**config.mk**
```make
export PLATFORM = sky130hd
export DESIGN_NAME = zoom_controller_flat
export DESIGN_NICKNAME = d
export VERILOG_FILES = /design/src/rtl/zoom_if.sv /design/src/rtl/zoom_controller.sv /design/src/flat_wrapper.sv
export SDC_FILE = /design/constraint.sdc
export NUM_CORES = 1
export LEC_CHECK = 0
export ABC_AREA = 1
export ABC_CLOCK_PERIOD_IN_PS = 1650
export CAP_MARGIN = 20
export CORE_ASPECT_RATIO = 1.1
export CORE_MARGIN = 5
export CORE_UTILIZATION = 37
export DETAILED_ROUTE_END_ITERATION = 7
export SLEW_MARGIN = 20
export SYNTH_ARGS = -nofsm -noshare
export SYNTH_HDL_FRONTEND = slang
export SYNTH_SLANG_ARGS = --single-unit
```
**constraint.sdc**
```tcl
create_clock -name clk -period 1.65 [get_ports clk]
set_input_delay 0.2475 -clock clk [delete_from_list [all_inputs] [get_ports clk]]
set_output_delay 0.2475 -clock clk [all_outputs]
set_load 0.05 [all_outputs]
```
**src/rtl/zoom_if.sv**
```systemverilog
// zoom_if: command/engine/display signals between button logic, engine and zoom_controller
// master: drives zoom_in/zoom_out/engine_done/frame_sync, observes controller outputs
// slave : zoom_controller side
interface zoom_if;
  logic       zoom_in;
  logic       zoom_out;
  logic       engine_done;
  logic       frame_sync;
  logic [2:0] zoom_level;
  logic       engine_enable;
  logic       busy;
  logic       buf_sel;
  logic       swap_pulse;
  logic       limit_hit;
  logic       timeout_err;
  modport master (
    output zoom_in, zoom_out, engine_done, frame_sync,
    input  zoom_level, engine_enable, busy, buf_sel, swap_pulse, limit_hit, timeout_err
  );
  modport slave (
    input  zoom_in, zoom_out, engine_done, frame_sync,
    output zoom_level, engine_enable, busy, buf_sel, swap_pulse, limit_hit, timeout_err
  );
endinterface

```
**src/rtl/zoom_controller.sv**
```systemverilog
// zoom_controller: sequences zoom level changes, engine restarts and frame-synced buffer swaps
// clk, reset (async, active-high); zif.slave carries button pulses, engine handshake,
// frame_sync and the registered outputs (level, enable, busy, buf_sel, pulses, watchdog flag)
module zoom_controller #(
  parameter int MIN_LEVEL      = 0,
  parameter int MAX_LEVEL      = 4,
  parameter int DEFAULT_LEVEL  = 2,
  parameter int TIMEOUT_CYCLES = 307216,
  parameter int TW             = 19
) (
  input logic   clk,
  input logic   reset,
  zoom_if.slave zif
);
  typedef enum logic [2:0] {INIT, IDLE, LOAD, RUN, SWAP} state_t;
  state_t state, state_n;
  logic [2:0] level_n, prev, prev_n;
  logic [TW-1:0] wd, wd_n;
  logic en_n, busy_n, buf_n, lim_n, terr_n, pv, pv_n, pd, pd_n, tog, tog_n;
  logic single, cmd_up;
  assign single = zif.zoom_in ^ zif.zoom_out;
  // pending (pd = direction, 1 = up) takes priority over live buttons in IDLE
  assign cmd_up = pv ? pd : zif.zoom_in;
  always_comb begin
    state_n = state;
    level_n = zif.zoom_level;
    prev_n  = prev;
    wd_n    = wd;
    en_n    = zif.engine_enable;
    busy_n  = zif.busy;
    buf_n   = zif.buf_sel;
    terr_n  = zif.timeout_err;
    lim_n   = 1'b0;
    tog_n   = 1'b0;
    pv_n    = pv;
    pd_n    = pd;
    if (state != IDLE && single) begin
      pv_n = 1'b1;
      pd_n = zif.zoom_in;
    end
    case (state)
      INIT: begin
        state_n = LOAD;
        prev_n  = 3'(DEFAULT_LEVEL);
        busy_n  = 1'b1;
      end
      IDLE: begin
        // consuming pending frees the slot for a command arriving this same cycle
        if (pv) begin
          pv_n = single;
          pd_n = single ? zif.zoom_in : pd;
        end
        if (pv || single) begin
          if (cmd_up ? zif.zoom_level == 3'(MAX_LEVEL) : zif.zoom_level == 3'(MIN_LEVEL))
            lim_n = 1'b1;
          else begin
            prev_n  = zif.zoom_level;
            level_n = cmd_up ? zif.zoom_level + 3'd1 : zif.zoom_level - 3'd1;
            state_n = LOAD;
            busy_n  = 1'b1;
          end
        end
      end
      LOAD: begin
        state_n = RUN;
        en_n    = 1'b1;
        wd_n    = '0;
      end
      RUN: begin
        wd_n = wd + 1'b1;
        if (zif.engine_done) begin
          state_n = SWAP;
          en_n    = 1'b0;
          terr_n  = 1'b0;
        end else if (wd == TW'(TIMEOUT_CYCLES - 1)) begin
          state_n = IDLE;
          en_n    = 1'b0;
          level_n = prev;
          terr_n  = 1'b1;
          busy_n  = 1'b0;
        end
      end
      SWAP: begin
        if (zif.frame_sync) begin
          state_n = IDLE;
          buf_n   = ~zif.buf_sel;
          tog_n   = 1'b1;
          busy_n  = 1'b0;
        end
      end
      default: state_n = INIT;
    endcase
  end
  always_ff @(posedge clk or posedge reset) begin
    if (reset) begin
      state             <= INIT;
      zif.zoom_level    <= 3'(DEFAULT_LEVEL);
      prev              <= 3'(DEFAULT_LEVEL);
      wd                <= '0;
      zif.engine_enable <= 1'b0;
      zif.busy          <= 1'b1;
      zif.buf_sel       <= 1'b0;
      zif.swap_pulse    <= 1'b0;
      zif.limit_hit     <= 1'b0;
      zif.timeout_err   <= 1'b0;
      pv                <= 1'b0;
      pd                <= 1'b0;
      tog               <= 1'b0;
    end else begin
      state             <= state_n;
      zif.zoom_level    <= level_n;
      prev              <= prev_n;
      wd                <= wd_n;
      zif.engine_enable <= en_n;
      zif.busy          <= busy_n;
      zif.buf_sel       <= buf_n;
      zif.swap_pulse    <= tog;
      zif.limit_hit     <= lim_n;
      zif.timeout_err   <= terr_n;
      pv                <= pv_n;
      pd                <= pd_n;
      tog               <= tog_n;
    end
  end
endmodule

```
**src/flat_wrapper.sv**
```systemverilog
// flat-port wrapper written by rule: the top's interface ports become plain ports
module zoom_controller_flat 
#(
  parameter int MIN_LEVEL      = 0,
  parameter int MAX_LEVEL      = 4,
  parameter int DEFAULT_LEVEL  = 2,
  parameter int TIMEOUT_CYCLES = 307216,
  parameter int TW             = 19
)
  (clk, reset, zif_zoom_in, zif_zoom_out, zif_engine_done, zif_frame_sync, zif_zoom_level, zif_engine_enable, zif_busy, zif_buf_sel, zif_swap_pulse, zif_limit_hit, zif_timeout_err);
  zoom_if zif_i ();
  input logic clk;
  input logic reset;
  input wire logic [$bits(zif_i.zoom_in)-1:0] zif_zoom_in;
  input wire logic [$bits(zif_i.zoom_out)-1:0] zif_zoom_out;
  input wire logic [$bits(zif_i.engine_done)-1:0] zif_engine_done;
  input wire logic [$bits(zif_i.frame_sync)-1:0] zif_frame_sync;
  output wire logic [$bits(zif_i.zoom_level)-1:0] zif_zoom_level;
  output wire logic [$bits(zif_i.engine_enable)-1:0] zif_engine_enable;
  output wire logic [$bits(zif_i.busy)-1:0] zif_busy;
  output wire logic [$bits(zif_i.buf_sel)-1:0] zif_buf_sel;
  output wire logic [$bits(zif_i.swap_pulse)-1:0] zif_swap_pulse;
  output wire logic [$bits(zif_i.limit_hit)-1:0] zif_limit_hit;
  output wire logic [$bits(zif_i.timeout_err)-1:0] zif_timeout_err;
  assign zif_i.zoom_in = zif_zoom_in;
  assign zif_i.zoom_out = zif_zoom_out;
  assign zif_i.engine_done = zif_engine_done;
  assign zif_i.frame_sync = zif_frame_sync;
  assign zif_zoom_level = zif_i.zoom_level;
  assign zif_engine_enable = zif_i.engine_enable;
  assign zif_busy = zif_i.busy;
  assign zif_buf_sel = zif_i.buf_sel;
  assign zif_swap_pulse = zif_i.swap_pulse;
  assign zif_limit_hit = zif_i.limit_hit;
  assign zif_timeout_err = zif_i.timeout_err;
  zoom_controller #(.MIN_LEVEL(MIN_LEVEL), .MAX_LEVEL(MAX_LEVEL), .DEFAULT_LEVEL(DEFAULT_LEVEL), .TIMEOUT_CYCLES(TIMEOUT_CYCLES), .TW(TW)) u_core (.clk(clk), .reset(reset), .zif(zif_i));
endmodule
```
# == Yosys cells after proc, flatten, opt, wreduce, memory -nomap -nowiden ==
# Index checks and enable logic that the tools add are counted.
# totals
register_bits,37
latch_bits,0
ram_bits,0
mem_bits_ro,0
out_inout_bits,9
wordCells,88
memories,0
# op_classes
n_addsub,3
mul,0
n_div,0
magnitude_cmp,0
eq_ne,14
shift,0
muxes,40
bitwise_logic,2
reduce_logical,16
# ops
cell,count
$pmux W19 S2,1
$mux W3,12
$mux W1,22
$add A19 B1 Y19 const B,1
$eq A19 B19 Y1 const B,1
$pmux W3 S5,1
$pmux W3 S2,2
$reduce_bool A2 Y1,4
$eq A3 B2 Y1 const B,2
$eq A3 B3 Y1 const B,2
$logic_not A3 Y1,2
$ne A2 B2 Y1 const B,3
$reduce_and A2 Y1,3
$reduce_and A6 Y1,1
$reduce_and A5 Y1,1
$ne A2 B1 Y1 const B,2
$pmux W1 S4,1
$reduce_and A4 Y1,1
$reduce_bool A4 Y1,1
$add A3 B1 Y3 const B,1
$eq A3 B1 Y1 const B,1
$ne A3 B1 Y1 const B,1
$ne A3 B2 Y1 const B,1
$ne A3 B3 Y1 const B,1
other kinds (7),7

# == Logic depth before layout (Yosys ltp) ==
# logic_depth
ltp_word,5
ltp_mapped,10
depth_no_buf,10

# == Least setup slack after synthesis ==
# No wires, ideal clock.
# synth_timing
path_type,register to register
start,reg u_core.zif.zoom_level[0]
end,reg u_core.zif.zoom_level[0]
setup_time_ns,0.065
arrival_time_ns,1.504
required_time_ns,1.585
slack_ns,0.081
path_stages_with_launch,9
path_buffers,0
cell_sequence,dfrtp_1 or2_2 nor2_1 nand3_2 nand2_1 inv_2 nand3_1 nand2_1 nand2_1
# synth_between
elab_chain_len,5
# synth_lines
item,line,rtl
"start, declared",zoom_if.sv:22,"output zoom_level, engine_enable, busy, buf_sel, swap_pulse, limit_hit, timeout_err"
"start signal, assigned",zoom_controller.sv:97,zif.zoom_level <= 3'(DEFAULT_LEVEL);
"start signal, assigned",zoom_controller.sv:111,zif.zoom_level <= level_n;
$sub A3 B1 Y3 or $add A3 B1 Y3 (tied branches),zoom_controller.sv:58,level_n = cmd_up ? zif.zoom_level + 3'd1 : zif.zoom_level - 3'd1;
$mux W3,zoom_controller.sv:58,
$mux W3,zoom_controller.sv:54,if (cmd_up ? zif.zoom_level == 3'(MAX_LEVEL) : zif.zoom_level == 3'(MIN_LEVEL))
$mux W3,zoom_controller.sv:53,if (pv || single) begin
$pmux W3 S2,zoom_controller.sv:41,case (state)
# Several ways; a longest one is shown, not always the timed one. The select of a mux whose other input is x is not followed.
# A chain may end at the register's enable or synchronous reset.

# == Worst setup path after layout ==
# layout_timing
start,reg u_core.wd[0]
end,reg u_core.zif.zoom_level[0]
# layout_between
elab_chain_len,3
# layout_lines
item,line,rtl
"start, declared",zoom_controller.sv:18,"logic [TW-1:0] wd, wd_n;"
"start signal, assigned",zoom_controller.sv:113,wd <= wd_n;
$eq A19 B19 Y1,zoom_controller.sv:75,end else if (wd == TW'(TIMEOUT_CYCLES - 1)) begin
$ne A2 B1 Y1 (no line),n/a,
$reduce_and A5 Y1 (no line),n/a,
# No other way between the ends.

==> flow_summary_export.csv <==
group,metric,value,unit
route,vias,1820,
synthesis,synthSimpleGateAreaFrac,32.5,%
global_routing,grt_pass1_vias,1787,
global_routing,overflow,0,
pwr,swShare,41.6,%
route,drtPass1Iterations,4,
setup_path,start_kind,"flip-flop",
timing,fin_crit,1540,ps
die,core,5400,sq um
synthesis,syn_avg_cell_area,7.22,sq um
synthesis,synth_top_family_by_area,"simple AND/OR/NAND/NOR gates",
pwr,ir_worst_vdd,1.23,mV
timing,slew_violations,0,
global_routing,met1_usage,17.0,%
cells_and_area,final_layout_size_suffix_gt1_share,18.4,%
pwr,switching_power,1.78,mW
synthesis,postSynth.asyncResetShare,100,%
synthesis,synth_compound_area_share,10.3,%
clock_tree,clk_path_buf_depth,2,
route,drc,0,
pwr,finalPower,4.29,mW
route,wl_per_cell,11.1,microns
cells_and_area,nFillCells,563,
synthesis,synth-main-ff-cell,"dfrtp_1",
synthesis,ys_ff_latch,37,
cells_and_area,regArea,930,sq um
placed_design,place_congestion,0.785,
clock_tree,clk_pin_slew,80,ps
synthesis,synth.distinct_cells,31,
route,ant_nets,0,
synthesis,synth_cells,284,
timing,setup_viol,0,
timing,fmax,0.648,GHz
clock_tree,root_buffer,"clkbuf_8",
placed_design,place_area,2370,sq um
synthesis,synth_edf_count,0,
timing,slew_headroom,78.9,%
route,routed_via_density,4.67,
status,status,"complete, no violations",
cells_and_area,multi_input_area,970,sq um
setup_path,setup.worst_path.class,"reg -> reg",
global_routing,grt_first_pass_wirelength,7680,microns
global_routing,met2_usage,22.6,%
pwr,internal_power,2.51,mW
timing,rsz0062_at_grt,"yes",
synthesis,ys_warn_count,0,
global_routing,use_met3,2.88,%
placed_design,dp_hpwl,3230,microns
pwr,combPwrFrac,46.9,%
setup_path,crit_fanout,4,
synthesis,syn-cell-area,2050,sq um
timing,tightest_slew,314,ps
synthesis,synth_xor_area_share,0.855,%
clock_tree,clock_latency,290,ps
synthesis,synthMuxAreaShare,0,%
clock_tree,tritoncts,"yes",
route,drt_iter0_drc,58,
clock_tree,cts_sinks,37,
worst_hold_path,min_path_type,"in -> async",
cells_and_area,fin_nets,322,
die,io_pins,15,
placed_design,io_buffers,14,
cells_and_area,syn_to_final_growth,24.6,%
die,dieArea,7130,sq um
timing,fin_worst_skew,5.25,ps
synthesis,yosysSeqAreaShare,45.4,%
pwr,powerDensity,1680,nW/um^2
setup_path,cp.arrival,1780,ps
die,initial_core_util,38.0,%
route,routed_wl,4320,microns
die,die_y,88.1,microns
pwr,clock_power_share,21.7,%
die,row_count,28,
clock_tree,htreeDepth,2,
setup_path,cp-end-kind,"flip-flop",
synthesis,yosys.area_share.adder,1.59,%
clock_tree,numCtsBuffers,5,
flow_run,drv_cap,0,
global_routing,antenna_found_initial,0,
cells_and_area,num_antenna_cells,0,
global_routing,grt_usage,13.7,%
timing,timing.final.crit_share,93.5,%
synthesis,syn_nets,292,
timing,hold_viol,0,
global_routing,grt_busiest_layer,"met2",
cells_and_area,design_area,2550,sq um
pwr,leakagePower,1.24,nW
setup_path,cp.required,1890,ps
die,die_w,81.0,microns
pwr,power_frac_seq,31.4,%
global_routing,grt_max_degree,32,
==> final timing paths <==
path	start	to	slack [ps]	cells after the start
max	u_core.wd[0]	u_core.zif.zoom_level[0]	110	9
min	reset	u_core.zif.zoom_level[0]	200	2
max reg2reg	u_core.wd[0]	u_core.zif.zoom_level[0]	110	9
min reg2reg	u_core.tog	u_core.zif.swap_pulse	350	0
max in group asynchronous	reset	u_core.zif.busy	910	3
min in group clk	u_core.tog	u_core.zif.swap_pulse	350	0
==> state kept, by name, summed over array words and instances (netlist names), 3 cells and up <==
register and count:
u_core.wd 19, u_core.zif.zoom_level 3, u_core.state 3, u_core.prev 3
==> area by class of cell <==
cell class,instances,area share (%)
clock buffer,5,2.69
clock inverter,3,2.55
inverter,45,6.61
multi-input combinational,199,38.0
sequential,37,36.4
tap,75,3.67
timing repair buffer,26,10.1
==> power groups by stage <==
stage	combinational, mW	sequential (mW)	clock [mW]
6_report	2.01	1.35	0.933
5_1_grt	2.24	1.38	0.998
4_1_cts	1.96	1.34	0.957
3_5_place_dp	1.96	1.36	0
3_3_place_gp	1.94	1.36	0
2_1_floorplan	1.03	1.64	0
==> per-layer routing <==
metal	vias up	wire length [microns]
met5	-	0
met4	0	119
met3	11	114
met2	21	2050
met1	833	2030
li1	955	-
==> kinds of logic after synthesis <==
| logic type | Yosys count |
|---|---|
| xor gates and xnor gates | 2 |
| and+or+nand+nor | 157 |
| buffers and inverters | 48 |
| adders and majority gates | 2 |
| AOI/OAI and AO/OA | 38 |
| DFF | 37 |
==> repair_timing <==
item / in CTS / in global routing
endpoints found under the setup margin: 3 / 11
endpoints found under the hold margin: 0 / 0
gates resized for setup: 1 / 13
hold buffers: 0 / 0
buffers inserted: 0 / 1
==> placed cells by master, fill, tap and decap left out, types with 6 or more instances in the layout <==
cell type,instances
a21oi_1,9
buf_4,17
dfrtp_1,34
inv_1,38
inv_2,6
nand2_1,79
nand3_1,17
nor2_1,32
nor2_2,6
o21ai_0,15
==> metrics by stage <==
step	setup WS (ps)	util, %	hold WS (ps)	TNS, ps	instances
global placement	-185	43.9	333	-314	381
detailed placement	-225	43.9	337	-533	381
floorplan	80.7	-	331	0	284
CTS	5.82	46.5	211	0	389
global route	-46.2	47.3	225	-89.8	390
finish	107	47.3	200	0	390
==> critical path, cell delays in order (launching register included) <==
cell     delay, ps
dfrtp_1        390
ha_2           220
nand3_2        140
nor2_2         170
nand3_2        120
nand2_2        100
inv_1           50
nor2_2         140
nand2_1         80
nand2_1         70
==> synth_stat cells, drive strengths merged, types with 2 or more instances <==
library cell,number,area (sq um)
o31ai,2,15.0
dfrtp,34,851
nor2,39,154
nand3b,2,15.0
dfstp,3,78.8
nand2,84,320
nor3,5,25.0
nand3,22,120
xor2,2,17.5
o21a,2,15.0
o21ai,20,100
o22ai,2,12.5
a21oi,9,45.0
inv,44,165
nand4,3,18.8
buf,3,23.8
Note: power is estimated with default switching activity, not from simulation.
